**config.mk**
```make
export PLATFORM = sky130hd
export DESIGN_NAME = cache_bus_responder
export DESIGN_NICKNAME = d
export VERILOG_FILES = /design/src/rtl/cache_bus_responder.sv
export SDC_FILE = /design/constraint.sdc
export NUM_CORES = 1
export LEC_CHECK = 0
export ABC_CLOCK_PERIOD_IN_PS = 4800
export BUFFER_PORTS_ARGS = -buffer_cell sky130_fd_sc_hd__buf_2
export CAP_MARGIN = 0
export CORE_UTILIZATION = 49
export CTS_CLUSTER_DIAMETER = 60
export CTS_CLUSTER_SIZE = 14
export DETAILED_ROUTE_END_ITERATION = 8
export GPL_ROUTABILITY_DRIVEN = 0
export PLACE_DENSITY = 0.92
export SLEW_MARGIN = 20
export SYNTH_ARGS = -nofsm -noshare
export SYNTH_HDL_FRONTEND = slang
export SYNTH_SLANG_ARGS = --single-unit
export TNS_END_PERCENT = 5
```
**constraint.sdc**
```tcl
create_clock -name clk0 -period 4.8 [get_ports clk0]
set_input_delay 0.48 -clock clk0 [delete_from_list [all_inputs] [get_ports clk0]]
set_output_delay 0.48 -clock clk0 [all_outputs]
set_load 0.02 [all_outputs]
```
**src/rtl/cache_bus_responder.sv**
```systemverilog
// Memory-side responder for the instruction-cache bus port: grants the bus, runs a wrapping
// line-fill burst or a single write-through beat. Optional macro FILL_TIMEOUT_EN adds a per-beat abort.
module cache_bus_responder #(
  parameter int BURST_LEN = 4,
  parameter int TIMEOUT   = 255
) (
  input  logic        clk0,
  input  logic        reset,
  input  logic        bus_request,
  output logic        bus_grant,
  input  logic [23:0] bus_addr,
  input  logic [2:0]  bus_cmd,
  input  logic [31:0] bus_datain,
  output logic [31:0] bus_dataout,
  output logic        bus_data_valid,
  output logic        bus_done,
  output logic        bus_error,
  output logic        mem_req,
  output logic [23:0] mem_addr,
  output logic [2:0]  mem_cmd,
  output logic [31:0] mem_wdata,
  input  logic        mem_ack,
  input  logic [31:0] mem_rdata
);

  localparam int L = $clog2(BURST_LEN);

  if (BURST_LEN < 2 || BURST_LEN > 32 || (BURST_LEN & (BURST_LEN - 1)) != 0) begin : g_bad_len
    $error("BURST_LEN must be a power of two in 2..32");
  end
  if (TIMEOUT < 1) begin : g_bad_timeout
    $error("TIMEOUT must be at least 1");
  end

  typedef enum logic [2:0] {IDLE, GRANT, CAPTURE, READ, WRITE, DONE} state_t;

  state_t        state;
  logic [23:0]   base;
  logic [L-1:0]  beat;
  logic          err;

`ifdef FILL_TIMEOUT_EN
  localparam int CW = ($clog2(TIMEOUT + 1) > 8) ? $clog2(TIMEOUT + 1) : 8;
  logic [CW-1:0] wait_cnt;
`endif

  // Critical-word-first: the low L bits wrap inside the aligned block.
  function automatic logic [23:0] wrap_addr(input logic [23:0] b, input logic [L-1:0] k);
    logic [L-1:0] lo;
    lo = b[L-1:0] + k;
    return {b[23:L], lo};
  endfunction

  always_ff @(posedge clk0 or posedge reset) begin
    if (reset) begin
      state          <= IDLE;
      base           <= '0;
      beat           <= '0;
      err            <= 1'b0;
      bus_grant      <= 1'b0;
      bus_dataout    <= '0;
      bus_data_valid <= 1'b0;
      bus_done       <= 1'b0;
      bus_error      <= 1'b0;
      mem_req        <= 1'b0;
      mem_addr       <= '0;
      mem_cmd        <= 3'b000;
      mem_wdata      <= '0;
`ifdef FILL_TIMEOUT_EN
      wait_cnt       <= '0;
`endif
    end else begin
      bus_data_valid <= 1'b0;
      bus_done       <= 1'b0;
      bus_error      <= 1'b0;
      case (state)
        IDLE: begin
          if (bus_request) begin
            bus_grant <= 1'b1;
            state     <= GRANT;
          end
        end
        GRANT: state <= CAPTURE;
        CAPTURE: begin
          base      <= bus_addr;
          mem_addr  <= bus_addr;
          mem_wdata <= bus_datain;
          beat      <= '0;
`ifdef FILL_TIMEOUT_EN
          wait_cnt  <= '0;
`endif
          case (bus_cmd)
            3'b001: begin
              mem_req <= 1'b1;
              mem_cmd <= 3'b001;
              state   <= READ;
            end
            3'b010: begin
              mem_req <= 1'b1;
              mem_cmd <= 3'b010;
              state   <= WRITE;
            end
            default: begin
              err   <= 1'b1;
              state <= DONE;
            end
          endcase
        end
        READ: begin
          if (mem_ack) begin
            bus_dataout    <= mem_rdata;
            bus_data_valid <= 1'b1;
`ifdef FILL_TIMEOUT_EN
            wait_cnt       <= '0;
`endif
            if (beat == L'(BURST_LEN - 1)) begin
              mem_req <= 1'b0;
              state   <= DONE;
            end else begin
              beat     <= beat + L'(1);
              mem_addr <= wrap_addr(base, beat + L'(1));
            end
          end
`ifdef FILL_TIMEOUT_EN
          else if (wait_cnt == CW'(TIMEOUT - 1)) begin
            mem_req <= 1'b0;
            err     <= 1'b1;
            state   <= DONE;
          end else begin
            wait_cnt <= wait_cnt + CW'(1);
          end
`endif
        end
        WRITE: begin
          if (mem_ack) begin
            mem_req <= 1'b0;
            state   <= DONE;
          end
`ifdef FILL_TIMEOUT_EN
          else if (wait_cnt == CW'(TIMEOUT - 1)) begin
            mem_req <= 1'b0;
            err     <= 1'b1;
            state   <= DONE;
          end else begin
            wait_cnt <= wait_cnt + CW'(1);
          end
`endif
        end
        DONE: begin
          bus_grant <= 1'b0;
          bus_done  <= 1'b1;
          bus_error <= err;
          err       <= 1'b0;
          mem_cmd   <= 3'b000;
          beat      <= '0;
          state     <= IDLE;
        end
        default: state <= IDLE;
      endcase
    end
  end

endmodule

```
# Word-level counts from Yosys, hierarchy flattened
# Cells that the tools add are included.
[totals]
ff_bits = 126
inputBits = 95
output_inout_bits = 96
ram_bits = 0
latchBits = 0
mem_count = 0
word_cells = 74
romBits = 0
[classes]
order_cmp = 0
bitwise = 0
n_addsub = 2
mul = 0
reduce_logical = 16
n_eq_ne = 16
muxes = 27
shifts = 0
div_mod_pow = 0
[op_table]
columns = ["cell", "n"]
rows = [
  ["$mux 24", 2],
  ["$pmux 24 s2", 1],
  ["$pmux 3 s2", 3],
  ["$pmux 3 s5", 1],
  ["$ne 2x2->1 const B", 7],
  ["$mux 3", 4],
  ["$mux 1", 10],
  ["$eq 3x2->1 const B", 3],
  ["$reduce_and 2->1", 4],
  ["$reduce_bool 2->1", 4],
  ["$eq 3x1->1 const B", 2],
  ["$eq 3x3->1 const B", 2],
  ["$reduce_and 3->1", 2],
  ["$reduce_and 5->1", 1],
  ["$mux 2", 2],
  ["$pmux 1 s2", 2],
  ["$pmux 2 s2", 1],
  ["$reduce_and 4->1", 1],
  ["$reduce_or 2->1", 2],
  ["$logic_not 3->1", 1],
  ["$ne 3x3->1 const B", 1],
  ["$pmux 1 s3", 1],
  ["$reduce_bool 3->1", 1],
  ["$add 2x1->2 const B", 1],
  ["2 further kinds", 2],
]

# Longest topological paths before layout
# Gate-level depths: netlist (run 1).
[logic_depth]
ltp_word = 5
mapped_depth = 7
ltp_nobuf = 6

# Worst setup path after synthesis (run 1)
# OpenSTA, ideal clock, no wires.
[synth_path]
kind = "reg2reg"
startpoint = "register beat[0]"
endpoint = "register mem_addr[0]"
slack_ns = 3.265
arrival_time_ns = 1.413
stages_incl_launch_ff = 7
required_time_ns = 4.677
path_buffers = 2
period_less_slack_ns = 1.535
setup_ns = 0.123
cell_sequence = "dfrtp_1 > ha_1 > nand2b_1 > a21oi_1 > buf_2 > buf_4 > a21oi_1"
[synth_via]
elab_chain_len = 5
elab_cells_between_ends = 8
cone_classes = "2 x add/sub; 2 x eq/ne; 3 x mux; 1 x reduce/logical"
[synth_rtl]
columns = ["element", "line", "source"]
rows = [
  ["from (decl)", "39", "logic [L-1:0] beat;"],
  ["from (signal assigned)", "120", "beat <= beat + L'(1);"],
  ["$add 2x1->2", "121", "mem_addr <= wrap_addr(base, beat + L'(1));"],
  ["$add 2x2->2", "50", "lo = b[L-1:0] + k;"],
  ["$mux 24", "116", "if (beat == L'(BURST_LEN - 1)) begin"],
  ["$mux 24", "110", "if (mem_ack) begin"],
  ["$pmux 24 s2", "76", "case (state)"],
  ["to (signal assigned)", "86", "mem_addr <= bus_addr;"],
  ["to (signal assigned)", "121", ""],
  ["to (decl)", "19", "output logic [23:0] mem_addr,"],
]
# Parallel ways exist; a longest one is shown, timed or not. The select of a mux whose other input is x is not followed.
# A chain may end at the register's enable or synchronous reset.

# Worst setup path in the final report (run 1)
[layout_path]
startpoint = "register state[0]"
endpoint = "register mem_wdata[4]"
[layout_via]
elab_chain_len = 1
[layout_rtl]
columns = ["element", "line", "source"]
rows = [
  ["from (decl)", "37", "state_t state;"],
  ["from (signal assigned)", "56", "state <= IDLE;"],
  ["from (signal assigned)", "80", "state <= GRANT;"],
  ["from (signal assigned)", "83", "GRANT: state <= CAPTURE;"],
  ["$eq 3x2->1", "76", ""],
  ["to (signal assigned)", "87", "mem_wdata <= bus_datain;"],
  ["to (decl)", "21", "output logic [31:0] mem_wdata,"],
]
# No other way between the ends.

==> results of run 1 <==
## metrics by stage
step / hold slack (ns) / setup WS [ns] / area (um^2)
6_report: 0.162 / 2.60 / 6770
5_1_grt: 0.160 / 2.46 / 6770
4_1_cts: 0.164 / 2.56 / 6740
3_5_place_dp: 0.469 / 2.58 / 6110
3_3_place_gp: 0.468 / 2.64 / 6110
2_1_floorplan: 0.454 / 0.992 / 5140
## power by group
group | switching [mW] | internal (mW) | leakage (nW)
clock network | 0.432 | 0.883 | 0.297
registers | 0.301 | 1.58 | 1.47
logic | 1.15 | 0.889 | 1.58
## worst min-delay path by stage
stage / slack [ns] / startpoint / to
final: 0.16 / reset / mem_wdata[22]
after global routing: 0.16 / mem_rdata[6] / bus_dataout[6]
after CTS: 0.16 / mem_rdata[30] / bus_dataout[30]
after detailed placement: 0.47 / err / bus_error
after global placement: 0.47 / bus_dataout[13] / bus_dataout[13]
after floorplan: 0.45 / err / bus_error
## worst register-to-register path: cells and delay by family (launching register included)
| family | cells | cell delay (ns) |
|---|---|---|
| DFF | 1 | 0.58 |
| muxes | 1 | 0.47 |
| and+or+nand+nor | 1 | 0.40 |
| buffers and inverters | 1 | 0.63 |
## sequential cells by signal, summed over array words and instances (netlist names)
signal          flops
mem_addr           24
err                 1
bus_dataout        32
mem_req             1
bus_error           1
mem_cmd             2
mem_wdata          32
state               3
beat                2
base               24
bus_done            1
bus_grant           1
bus_data_valid      1
## layer usage
| metal | vias to the layer above | global-route usage, % |
|---|---|---|
| li1 | 1676 | - |
| met1 | 1662 | 25.6 |
| met2 | 147 | 33.4 |
| met3 | 18 | 8.02 |
| met4 | 0 | 7.76 |
| met5 | - | 0 |
## cell families (layout without fill, tap and decap cells)
logic type / Yosys count / in the layout / synth area share, %
AND/OR/NAND/NOR: 55 / 55 / 5.36
buffers and inverters: 25 / 229 / 3.73
other: 1 / 1 / 0.0730
AO/OA/AOI/OAI: 46 / 46 / 4.99
adder cells (fa/ha/maj): 2 / 2 / 0.487
multiplexers: 112 / 112 / 24.0
XOR/XNOR: 3 / 3 / 0.512
flip-flops: 125 / 125 / 60.9
## layout by cell type (no fill, tap or decap), types with 2 or more instances in the layout
cell type,netlist,routed
buf_2,6,189
dfrtp_1,125,125
mux2_2,59,59
nor2_1,31,31
a21oi_1,32,31
mux2_1,29,29
mux2i_1,24,24
clkbuf_16,0,16
nand2_1,7,7
nand2b_1,5,5
o21ai_0,4,4
clkbuf_8,0,4
bufinv_16,0,4
inv_1,4,3
nor3b_1,3,3
xnor2_1,3,3
clkinvlp_4,0,3
buf_4,6,3
nor3_1,2,2
a31oi_1,2,2
ha_1,2,2
clkinv_2,0,2
clkbuf_1,0,2
## cell type report
cell class | instances | area (um^2) | share of cell area [%]
multi-input combinational | 219 | 1830 | 27.0
clock buffer | 22 | 463 | 6.84
clock inverter | 10 | 161 | 2.39
tap | 136 | 170 | 2.52
timing repair buffer | 193 | 996 | 14.7
inverter | 4 | 17.5 | 0.259
sequential | 125 | 3130 | 46.2
==> impl_metrics.yaml, run 1 <==
cts:
  cts_sinks: 125
  cts_buffers: 17
  cts_tree: "yes"
  cts_hold_buf: 0
  clock_path_buffers: 2
  cts_setup_buffers: 0
  cts_resized: 0
  cts-root-buf: "clkbuf_8"
  path_clk_slew_ns: 0.06
  clkLatencyLatePin_ns: 0.50
  h-tree-depth: 4
logic_synthesis:
  synth_seq_area_share_pct: 60.9
  synth_top_area_share_pct: 60.9
  avgSynthCellArea_um2: 13.9
  ys_top_cells_by_count: "125 x dfrtp_1, 59 x mux2_2, 32 x a21oi_1"
  yosysUniqueCellTypes: 34
  yosysTopAreaCell: "dfrtp_1"
  ys_async_sr_fraction_pct: 100
  synth_area_leaders: "dfrtp_1 61%, mux2_2 13%, mux2_1 6.4%"
  synth_edf_count: 0
  yosys_register_bits: 125
  synthFlopType: "dfrtp_1"
  synth.most_common_cell: "dfrtp_1"
  synth_nets: 466
  syn_area_um2: 5140
  yosysWarnings: 0
  syn_inst: 369
layout:
  area_growth_pct: 31.7
  n_fill_cell: 735
  final_core_util_pct: 66.1
  finalNonFillerCells: 709
  drive_gt1_share_pct: 49.9
  diodes: 0
  fin_nets: 657
worst_setup_path:
  endpoint_kind: "flop"
  critPathSlowestCell: "buf_4"
  cpLargestDelayFamily: "buffers and inverters"
  cp_slowest_stage_delay_ns: 0.63
  critPathMaxFanout: 54
  crit_chain: "nor3b_4, buf_4, mux2_2"
  timing.rr.end: "mem_wdata[4]"
  r2r_slack_ns: 2.60
  cp.arrival_ns: 2.59
  crit_end: "mem_wdata[4]"
  worst_ep_required_time_ns: 5.18
  path_buf_inv: 1
  cp-start-kind: "flop"
  crit_start: "state[0]"
  cp.depth: 3
  rr_worst_depth: 3
  r2r_start: "state[0]"
  path_class: "reg2reg"
placement:
  dp_hpwl_mm: 7.51
  dp.cells: 676
  io_buffer_count: 189
global_routing:
  grt_pass1_vias: 3621
  grt_pass1_wl_mm: 17.6
  grt-ovfl-total: 0
  antenna_found_initial: 0
  grt_max_degree: 75
  grt_util_all_layers_pct: 20.8
sta:
  max_slew_margin_pct: 40.6
  finalSetupViolations: 0
  rsz0062_at_grt: "false"
  fin_crit_sh_pct: 45.9
  fin_crit_ns: 2.20
  tightest_slew_ns: 0.892
  finalSetupTns_ns: 0
  finalMaxSlewViolations: 0
  hold_violations: 0
  fmax_mhz: 454
  fin_worst_skew_ns: 0.00859
die:
  start_util_pct: 50.2
  row_count: 37
  die_h_um: 104
  die_w_um: 104
  core_area_um2: 10200
  ioPinCount: 191
  dieArea_um2: 10900
power_and_ir_drop:
  total_leakage_power_nw: 3.35
  finalPower_mw: 5.24
  power_density_nw_per_um2: 774
  peakVddDrop_v: 0.000338
routing:
  drt-met1-wl_mm: 4.45
  drt_iter0_markers: 111
  firstDrtPassIters: 4
  wl_mm: 10.6
  wl_met3_um: 769
  post-route-drc-count: 0
  met2WireLength_mm: 5.17
  highest_layer: "met4"
  drtAntennaViolNets: 0
  via_per_inst: 4.94
  vias: 3503
  wl_per_cell_um: 14.9
flow_run:
  max-cap-violations: 0
hold_path:
  hold_path_class: "in2async"
outcome:
  outcome: "completed"
Power figures use the tool's default switching activity.
==> inputs of run 2 (changes only) <==
--- a/config.mk
+++ b/config.mk
@@ -5,15 +5,16 @@
 export SDC_FILE = /design/constraint.sdc
 export NUM_CORES = 1
 export LEC_CHECK = 0
-export ABC_CLOCK_PERIOD_IN_PS = 4800
+export ABC_AREA = 1
+export ABC_CLOCK_PERIOD_IN_PS = 2000
 export BUFFER_PORTS_ARGS = -buffer_cell sky130_fd_sc_hd__buf_2
 export CAP_MARGIN = 0
-export CORE_UTILIZATION = 49
+export CORE_UTILIZATION = 45
 export CTS_CLUSTER_DIAMETER = 60
 export CTS_CLUSTER_SIZE = 14
 export DETAILED_ROUTE_END_ITERATION = 8
 export GPL_ROUTABILITY_DRIVEN = 0
-export PLACE_DENSITY = 0.92
+export PLACE_DENSITY = 0.89
 export SLEW_MARGIN = 20
 export SYNTH_ARGS = -nofsm -noshare
 export SYNTH_HDL_FRONTEND = slang
==> constraint.sdc (replaced) <==
create_clock -name clk0 -period 2 [get_ports clk0]
set_input_delay 0.2 -clock clk0 [delete_from_list [all_inputs] [get_ports clk0]]
set_output_delay 0.2 -clock clk0 [all_outputs]
set_load 0.02 [all_outputs]
==> impl_metrics.yaml, run 2 <==
global_routing:
  grt_pass1_vias: 4554
  grt_max_degree: 126
  grt_util_all_layers_pct: 22.0
  antenna_found_initial: 0
  grt-ovfl-total: 0
  grt_pass1_wl_mm: 20.4
cts:
  cts_sinks: 125
  cts_tree: "yes"
  cts-root-buf: "clkbuf_16"
  path_clk_slew_ns: 0.06
  clkLatencyLatePin_ns: 0.39
  clock_path_buffers: 2
  cts_buffers: 17
  h-tree-depth: 4
sta:
  fmax_mhz: 615
  fin_crit_ns: 1.63
  whs_ns: -0.0756
  max_slew_margin_pct: 51.0
  tightest_slew_ns: 0.734
  rsz0062_at_grt: "false"
  finalMaxSlewViolations: 0
  fin_crit_sh_pct: 81.3
  hold_violations: 24
  fin_worst_skew_ns: 0.00637
  finalSetupViolations: 0
  finalSetupTns_ns: 0
worst_setup_path:
  r2r_slack_ns: 0.37
  crit_start: "state[1]"
  cp-start-kind: "flop"
  endpoint_kind: "flop"
  cp.arrival_ns: 1.89
  worst_ep_required_time_ns: 2.27
  path_class: "reg2reg"
  r2r_start: "state[1]"
  critPathMaxFanout: 25
layout:
  area_growth_pct: 37.4
  fin_nets: 915
  final_common_cell: "nand2_1"
  diodes: 0
  drive_gt1_share_pct: 31.5
  final_cell_mix: "311 x nand2_1, 189 x buf_2, 125 x dfrtp_1, 35 x dlygate4sd3_1, 32 x nor2_1"
  reg_top3: "bus_dataout x32, mem_wdata x32"
routing:
  post-route-drc-count: 0
  drtAntennaViolNets: 0
  wl_mm: 13.2
  via_per_inst: 4.81
  drt_iter0_markers: 312
  vias: 4667
  wl_per_cell_um: 13.6
  firstDrtPassIters: 4
die:
  die_w_um: 110
  core_area_um2: 11100
  dieArea_um2: 12100
  ioPinCount: 191
  start_util_pct: 47.2
  row_count: 38
  die_h_um: 110
power_and_ir_drop:
  p_int_mw: 7.31
  swShare_pct: 41.6
  clockPowerShare_pct: 23.1
  p_switching_mw: 5.21
  power_density_nw_per_um2: 1740
  seqPwrFrac_pct: 35.3
  peakVddDrop_v: 0.00116
  total_leakage_power_nw: 3.99
  combPwrFrac_pct: 41.6
logic_synthesis:
  synth.most_common_cell: "nand2_1"
  ys_async_sr_fraction_pct: 100
  yosysTopAreaCell: "dfrtp_1"
  yosys_register_bits: 125
  synth_top_area_share_pct: 59.8
  syn_inst: 594
  synth_edf_count: 0
  synth_seq_area_share_pct: 59.8
  syn_area_um2: 5230
  synth_area_leaders: "dfrtp_1 60%, nand2_1 22%, o21ai_2 3.7%"
  synth_nets: 691
  avgSynthCellArea_um2: 8.80
  yosysWarnings: 0
  yosysUniqueCellTypes: 28
  synthFlopType: "dfrtp_1"
  ys_top_cells_by_count: "311 x nand2_1, 125 x dfrtp_1, 32 x nor2_1"
outcome:
  violations: "hold timing"
  outcome: "finished, violations left"
placement:
  io_buffer_count: 189
  dp_hpwl_mm: 8.48
hold_path:
  hold_path_class: "in2async"
flow_run:
  max-cap-violations: 0
-- run 2: power groups by stage --
stage / clock [mW] / sequential, mW / combinational [mW]
after detailed placement: 0 / 4.43 / 5.17
after CTS: 2.94 / 4.41 / 5.23
after global routing: 3.06 / 4.57 / 5.76
after global placement: 0 / 4.38 / 4.98
final: 2.89 / 4.42 / 5.20
after floorplan: 0 / 5.47 / 2.51
-- run 2: kinds of logic after synthesis --
family / after synthesis / share of synthesized area, %
buf+inv: 44 / 4.59
simple gates: 358 / 27.1
xor+xnor: 2 / 0.335
compound gates: 62 / 7.61
fa+ha+maj: 2 / 0.479
flops: 125 / 59.8
other cells: 1 / 0.0717
-- run 2: worst paths after layout --
kind                                   endpoint  cells after the start
worst max-delay path               mem_addr[21]                      7
worst min-delay path               mem_addr[16]                      3
worst max register to register     mem_addr[21]                      7
worst min register to register  bus_dataout[16]                      2
max in group asynchronous       bus_dataout[25]                      3
min in group clk0                  mem_wdata[4]                      3
-- run 2: timing repair --
item,in CTS,in global routing
buffers inserted,0,0
resized for setup,0,0
endpoints found under the hold margin,35,0
hold buffers,35,0
-- run 2: cell type report --
type / count / area (um^2)
clock buffers: 20 / 437
flip-flops and latches: 125 / 3130
multi-input cells: 425 / 1870
clock inverters: 12 / 123
well taps: 140 / 175
repair buffers: 233 / 1390
inverters: 16 / 66.3
fillers: 861 / 3890
-- run 2: stage by stage --
step           area, um^2  worst slack [ns]  instances  power (mW)  utilization [%]
2_1_floorplan        5230             0.261        594        7.98                -
3_3_place_gp         6270             0.460        904        9.36             56.6
3_5_place_dp         6270             0.414        904        9.60             56.6
4_1_cts              7180             0.385        971        12.6             64.8
5_1_grt              7180             0.249        971        13.4             64.8
6_report             7180             0.374        971        12.5             64.8
-- run 2: worst max-delay path, stage by stage (launching register included) --
cell,delay [ns]
dfrtp_1,0.49
inv_2,0.09
nor2_4,0.15
nand2_4,0.14
nand2_4,0.28
inv_4,0.18
nand2_1,0.08
o21ai_0,0.08
-- run 2: routing by layer --
metal / vias to the layer above / GRT usage, % / wire length, um / share of wire [%]
met3: 19 / 6.11 / 824 / 6.2
met2: 166 / 38.8 / 6820 / 52
li1: 2284 / - / - / -
met1: 2198 / 25.1 / 5380 / 41
met5: - / 0 / 0 / 0
met4: 0 / 8.57 / 182 / 1.4
